==> src/rtl/reg_scoreboard.sv <==
// Register scoreboard: integer register file with per-register busy/tag tracking,
// two writeback ports with operand bypass, flush and a registered busy count.
module reg_scoreboard #(
    parameter int unsigned NREG = 32,
    parameter int unsigned TAGW = 3
) (
    input  logic            clk_i,
    input  logic            rst_i,
    input  logic [4:0]      rs1_i,
    input  logic [4:0]      rs2_i,
    output logic            rs1_valid_o,
    output logic            rs2_valid_o,
    output logic [31:0]     rs1_data_o,
    output logic [31:0]     rs2_data_o,
    input  logic            issue_valid_i,
    input  logic [4:0]      issue_rd_i,
    input  logic [TAGW-1:0] issue_tag_i,
    input  logic            wb0_valid_i,
    input  logic [4:0]      wb0_rd_i,
    input  logic [TAGW-1:0] wb0_tag_i,
    input  logic [31:0]     wb0_data_i,
    input  logic            wb1_valid_i,
    input  logic [4:0]      wb1_rd_i,
    input  logic [TAGW-1:0] wb1_tag_i,
    input  logic [31:0]     wb1_data_i,
    input  logic            flush_i,
    output logic [5:0]      busy_cnt_o
);

    logic [31:0]     regs_q [NREG];
    logic [31:0]     regs_d [NREG];
    logic [TAGW-1:0] tag_q  [NREG];
    logic [TAGW-1:0] tag_d  [NREG];
    logic [NREG-1:0] busy_q, busy_d;
    logic [5:0]      cnt_q, cnt_d;

    logic [4:0]  rs     [2];
    logic [1:0]  rd_valid;
    logic [31:0] rd_data [2];

    assign rs[0] = rs1_i;
    assign rs[1] = rs2_i;

    // Read ports: a writeback only bypasses when it is the producer the register waits on.
    always_comb begin
        for (int p = 0; p < 2; p++) begin
            logic hit0, hit1;
            hit0 = wb0_valid_i && (wb0_rd_i == rs[p]) && (wb0_tag_i == tag_q[rs[p]])
                   && busy_q[rs[p]];
            hit1 = wb1_valid_i && (wb1_rd_i == rs[p]) && (wb1_tag_i == tag_q[rs[p]])
                   && busy_q[rs[p]];
            rd_valid[p] = 1'b1;
            rd_data[p]  = regs_q[rs[p]];
            if (rs[p] == 5'd0) begin
                rd_data[p] = '0;
            end else if (hit1) begin
                rd_data[p] = wb1_data_i;
            end else if (hit0) begin
                rd_data[p] = wb0_data_i;
            end else begin
                rd_valid[p] = !busy_q[rs[p]];
            end
        end
    end

    assign rs1_valid_o = rd_valid[0];
    assign rs2_valid_o = rd_valid[1];
    assign rs1_data_o  = rd_data[0];
    assign rs2_data_o  = rd_data[1];

    // Entry 0 is never written, so x0 stays zero and never busy.
    always_comb begin
        regs_d = regs_q;
        tag_d  = tag_q;
        busy_d = busy_q;
        for (int i = 1; i < NREG; i++) begin
            logic wr0, wr1, clr, iss;
            wr0 = wb0_valid_i && (wb0_rd_i == 5'(i));
            wr1 = wb1_valid_i && (wb1_rd_i == 5'(i));
            iss = issue_valid_i && (issue_rd_i == 5'(i));
            clr = (wr0 && (wb0_tag_i == tag_q[i])) || (wr1 && (wb1_tag_i == tag_q[i]));
            if (wr0) regs_d[i] = wb0_data_i;
            if (wr1) regs_d[i] = wb1_data_i;
            if (flush_i) begin
                busy_d[i] = 1'b0;
            end else if (iss) begin
                busy_d[i] = 1'b1;
                tag_d[i]  = issue_tag_i;
            end else if (clr) begin
                busy_d[i] = 1'b0;
            end
        end
    end

    // Count reflects the busy bits held during the previous cycle.
    always_comb begin
        cnt_d = '0;
        for (int i = 0; i < NREG; i++) begin
            cnt_d = cnt_d + 6'(busy_q[i]);
        end
    end

    always_ff @(posedge clk_i or posedge rst_i) begin
        if (rst_i) begin
            regs_q <= '{default: '0};
            tag_q  <= '{default: '0};
            busy_q <= '0;
            cnt_q  <= '0;
        end else begin
            regs_q <= regs_d;
            tag_q  <= tag_d;
            busy_q <= busy_d;
            cnt_q  <= cnt_d;
        end
    end

    assign busy_cnt_o = cnt_q;

endmodule

==> config.mk <==
export PLATFORM = sky130hd
export DESIGN_NAME = reg_scoreboard
export DESIGN_NICKNAME = d
export VERILOG_FILES = /design/src/rtl/reg_scoreboard.sv
export SDC_FILE = /design/constraint.sdc
export NUM_CORES = 2
export LEC_CHECK = 0
export BUFFER_PORTS_ARGS = -buffer_cell sky130_fd_sc_hd__buf_2
export CAP_MARGIN = 20
export CORE_ASPECT_RATIO = 1.1
export CORE_MARGIN = 4
export CORE_UTILIZATION = 25
export DETAILED_ROUTE_END_ITERATION = 16
export PLACE_DENSITY_LB_ADDON = 0.08
export SYNTH_ARGS = -nofsm -noshare
export SYNTH_HDL_FRONTEND = slang
export SYNTH_SLANG_ARGS = --single-unit
==> constraint.sdc <==
create_clock -name clk_i -period 88.7 [get_ports clk_i]
set_input_delay 8.87 -clock clk_i [delete_from_list [all_inputs] [get_ports clk_i]]
set_output_delay 8.87 -clock clk_i [all_outputs]
set_load 0.02 [all_outputs]
==> results by group <==
Finish
  – Layout cells sized above 1: 0.217
  – Layout net count: 6746
  – Filler cell count in the final layout: 30300
  – Syn-to-layout area delta: 12.5%
  – Fin area: 0.0835 mm²

Yosys
  – Number of library cell types mapped by synthesis: 75
  – Share of flip-flops with an asynchronous set or reset: 1.00
  – Synth Instances: 6942
  – Syn Std Cell Area: approximately 0.074 mm²
  – Sequential area share after synthesis: 0.378
  – Count of flip-flops with a built-in enable after synthesis: 0
  – Flip-flop cell with the highest count after synthesis: sky130_fd_sc_hd__dfrtp_1
  – Post-synthesis net count: 7076
  – Synth warnings: 0
  – Syn_area_per_cell: 10.7 µm²
  – Post-synthesis sequential element count: around 1100

Clock tree
  – Clock tree from TritonCTS: done
  – Maximum buffer depth of the clock tree: 4
  – Count of hold buffers inserted by post-cts repair: 0
  – Clock sink count: 1122
  – Number of gates resized after CTS: 0
  – Clock-pin slew on the worst setup and hold paths: around 0.050 ns
  – Clock Root Buffer: sky130_fd_sc_hd__clkbuf_16
  – Cts bufs inserted: 161
  – Number of H-tree branching levels: 4
  – Clock insertion delay at the later pin of the skew report: 0.85 ns
  – Setup Buffers After CTS: 0

Critical path
  – Highest net fanout along the worst path: 67
  – Worst Setup End Kind: output pin
  – Data arrival, critical path: 14.13 ns
  – Cell with the largest stage delay on the worst path: sky130_fd_sc_hd__buf_4
  – Critical Path, Cell by Cell: buf_8, nor2b_4, buf_4, a31o_2, nor4_1, nor4_1, nor2b_1, a2111o_2, buf_4, nand3_1, a31oi_1, buf_2
  – Delay contributed by the slowest stage of the critical path: ~0.81 ns
  – Critical path class: in2out
  – Startpoint types: primary input
  – Required time at the worst-slack endpoint: 79.83 ns
  – CP Buf/Inv Count: 4
  – Worst reg-to-reg setup slack: between 80 and 90 ns
  – Crit path max-delay family: buffers and inverters

Floorplan
  – Die Footprint: 0.306 mm²
  – Die height: 580 µm
  – Area of the core: 0.295 mm²
  – I/O Pins: roughly 180
  – Std-Cell Rows: 209
  – Die W: 528 µm
  – Initial standard-cell utilization of the core: 0.251

Timing
  – Max-slew headroom at the worst pin: 0.247
  – Max Clk Rate: 43.5 MHz
  – Clock Skew: 0.0524 ns
  – Total count of max-transition violations in the final report: 0
  – Setup repair after global routing missed its margin: false
  – Setup Total Neg Slack: 0 ns
  – Worst Tran Pin Value: 1.13 ns
  – Crit share post-route: 0.259
  – Final hold vios: 0
  – Final critical delay including setup and external delays: roughly 23 ns
  – Worst Setup Slack, final: 65.70 ns
  – Total of endpoints with negative setup slack in the final report: 0

Detailed routing
  – Via density: roughly 5.4
  – Wire length per cell: 35.4 µm
  – Number of remaining DRC errors: 0
  – Drt pass-1 iters: 6
  – Total wire length after detailed routing: 377 mm
  – Number of routed nets with antenna violations: 0
  – Via count: around 57000
  – Drt initial violations: 5000

Run status
  – Status: complete, no violations

Power and ir drop
  – Leakage: about 0.036 µW
  – Maximum vdd ir drop: 0.0000128 V
  – Total power per unit cell area: 22.6 mW/mm²
  – PnR Total Power: 1880 µW

GRT
  – Pin count of the biggest net entering global routing: 129
  – Number of antenna violations at the first check in global routing: 27
  – Number of global-route vias before repair: 56400
  – First-pass GRT wire length: 514 mm
  – Aggregate global routing overflow: 0
  – Gr usage total: 0.241

Run
  – Number of max-cap violations: 0

Placement
  – Count of input and output buffers: 175
  – Worst slack at placement: 65.55 ns
  – Post-detailed-placement half-perimeter wirelength: 217 mm
  – Global placer's final weighted congestion: 0.798
  – Cell area after placement: about 0.078 mm²

Worst hold path
  – Class of the most critical hold timing path: reg2reg
## where the power goes
part / internal [µW] / leakage [µW] / total, µW / switching, µW
logic: 253 / 0.0196 / 482 / 229
clock network: 386 / 0.00255 / 655 / 269
registers: 639 / 0.0138 / 748 / 109
total: 1280 / 0.0359 / 1880 / 607
## final cells by class
class                   count  area [µm²]  area share
multi-input cells        4926       42900       0.513
well taps                3903        4880      0.0585
diodes                      7        17.5    0.000210
repair buffers            342        2260      0.0270
clock buffers             242        4840      0.0579
clock inverters            34         312     0.00373
inverters                  59         245     0.00294
flip-flops and latches   1122       28100       0.336
## routing by layer
layer  vias up  routed length (µm)  global-route usage
met1     30500              163000               0.322
met2      1934              183000               0.407
li1      24400                   -                   -
met3       510               18400              0.0330
met5         -                  50                   0
met4         8               11800              0.0701
## flip-flops by register name, summed over array words and instances (netlist names)
name and flops:
busy_q 31, busy_cnt_o 6, tag_q 93, regs_q 992
## worst reg2reg max path, cell delays in order (launching register included)
cell,delay [ns]
sky130_fd_sc_hd__dfrtp_1,0.55
sky130_fd_sc_hd__inv_1,0.12
sky130_fd_sc_hd__fa_1,0.61
sky130_fd_sc_hd__fa_1,0.46
sky130_fd_sc_hd__fa_1,0.52
sky130_fd_sc_hd__fa_1,0.43
sky130_fd_sc_hd__fa_1,0.46
sky130_fd_sc_hd__fa_1,0.49
sky130_fd_sc_hd__inv_1,0.04
sky130_fd_sc_hd__fa_1,0.37
sky130_fd_sc_hd__inv_1,0.09
sky130_fd_sc_hd__fa_1,0.21
sky130_fd_sc_hd__inv_1,0.05
sky130_fd_sc_hd__a21o_1,0.15
sky130_fd_sc_hd__a21oi_1,0.17
sky130_fd_sc_hd__xnor2_1,0.14
## placed cells by master (no fill, tap or decap), types with 30 or more instances in the layout
cell type,instances
sky130_fd_sc_hd__mux2_2,145
sky130_fd_sc_hd__a21oi_1,520
sky130_fd_sc_hd__dfrtp_1,1122
sky130_fd_sc_hd__a22o_1,63
sky130_fd_sc_hd__xnor2_1,110
sky130_fd_sc_hd__nor2_1,578
sky130_fd_sc_hd__mux2i_1,1063
sky130_fd_sc_hd__clkbuf_8,46
sky130_fd_sc_hd__buf_2,166
sky130_fd_sc_hd__nand2_1,794
sky130_fd_sc_hd__xor2_1,107
sky130_fd_sc_hd__nand4_1,30
sky130_fd_sc_hd__inv_1,52
sky130_fd_sc_hd__o21ai_0,521
sky130_fd_sc_hd__a31oi_1,31
sky130_fd_sc_hd__clkbuf_16,163
sky130_fd_sc_hd__buf_4,164
sky130_fd_sc_hd__mux4_2,613
sky130_fd_sc_hd__mux2_4,30
sky130_fd_sc_hd__clkbuf_1,33
## cell usage after synthesis (9+ instances only)
| cell | count | area share |
|---|---|---|
| sky130_fd_sc_hd__nand2b_1 | 18 | 0.0015 |
| sky130_fd_sc_hd__buf_1 | 142 | 0.0072 |
| sky130_fd_sc_hd__buf_6 | 14 | 0.0021 |
| sky130_fd_sc_hd__a21oi_1 | 520 | 0.035 |
| sky130_fd_sc_hd__a22oi_1 | 9 | 0.00091 |
| sky130_fd_sc_hd__nor4_1 | 22 | 0.0019 |
| sky130_fd_sc_hd__xor2_1 | 107 | 0.013 |
| sky130_fd_sc_hd__a31oi_1 | 31 | 0.0026 |
| sky130_fd_sc_hd__a22o_1 | 63 | 0.0074 |
| sky130_fd_sc_hd__o21ai_0 | 521 | 0.035 |
| sky130_fd_sc_hd__or4_1 | 16 | 0.0016 |
| sky130_fd_sc_hd__mux2_2 | 145 | 0.022 |
| sky130_fd_sc_hd__buf_4 | 42 | 0.0042 |
| sky130_fd_sc_hd__nor2_1 | 598 | 0.030 |
| sky130_fd_sc_hd__nand2_1 | 818 | 0.041 |
| sky130_fd_sc_hd__fa_1 | 23 | 0.0062 |
| sky130_fd_sc_hd__mux2i_1 | 1063 | 0.14 |
| sky130_fd_sc_hd__nor2b_1 | 16 | 0.0013 |
| sky130_fd_sc_hd__a41o_1 | 14 | 0.0019 |
| sky130_fd_sc_hd__mux2_4 | 30 | 0.0061 |
| sky130_fd_sc_hd__inv_1 | 56 | 0.0028 |
| sky130_fd_sc_hd__dfrtp_1 | 1122 | 0.38 |
| sky130_fd_sc_hd__xnor2_1 | 110 | 0.013 |
| sky130_fd_sc_hd__nor3_1 | 13 | 0.00088 |
| sky130_fd_sc_hd__buf_2 | 106 | 0.0071 |
| sky130_fd_sc_hd__nand4_1 | 30 | 0.0025 |
| sky130_fd_sc_hd__mux4_2 | 613 | 0.19 |
| sky130_fd_sc_hd__clkbuf_1 | 526 | 0.027 |
| sky130_fd_sc_hd__o41ai_1 | 12 | 0.0014 |
| sky130_fd_sc_hd__nand3_1 | 29 | 0.0020 |
## per-stage QoR
stage,utilization,hold WS (ns),std cells
after detailed placement,0.265,0.578,10400
after floorplan,-,0.522,6942
after global placement,0.265,0.562,10300
after CTS,0.283,0.591,10600
final,0.283,0.588,10600
after global routing,0.283,0.614,10600
## path summary, 6_finish.rpt
kind / startpoint / endpoint / cells after the start
min reg2reg: regs_q[680] / regs_q[680] / 2
max in group asynchronous: rst_i / regs_q[328] / 6
min in group asynchronous: rst_i / regs_q[728] / 2
max: rs1_i[1] / rs1_data_o[7] / 12
max reg2reg: busy_q[2] / busy_cnt_o[4] / 15
min: regs_q[680] / regs_q[680] / 2
## cells by family after synthesis
kind of cell	synth area share
buffers and inverters	0.0511
XOR/XNOR	0.0256
multiplexers	0.359
adder cells (fa/ha/maj)	0.00738
AND/OR/NAND/NOR	0.0861
flip-flops	0.378
AO/OA/AOI/OAI	0.0925
Power figures use the tool's default switching activity.
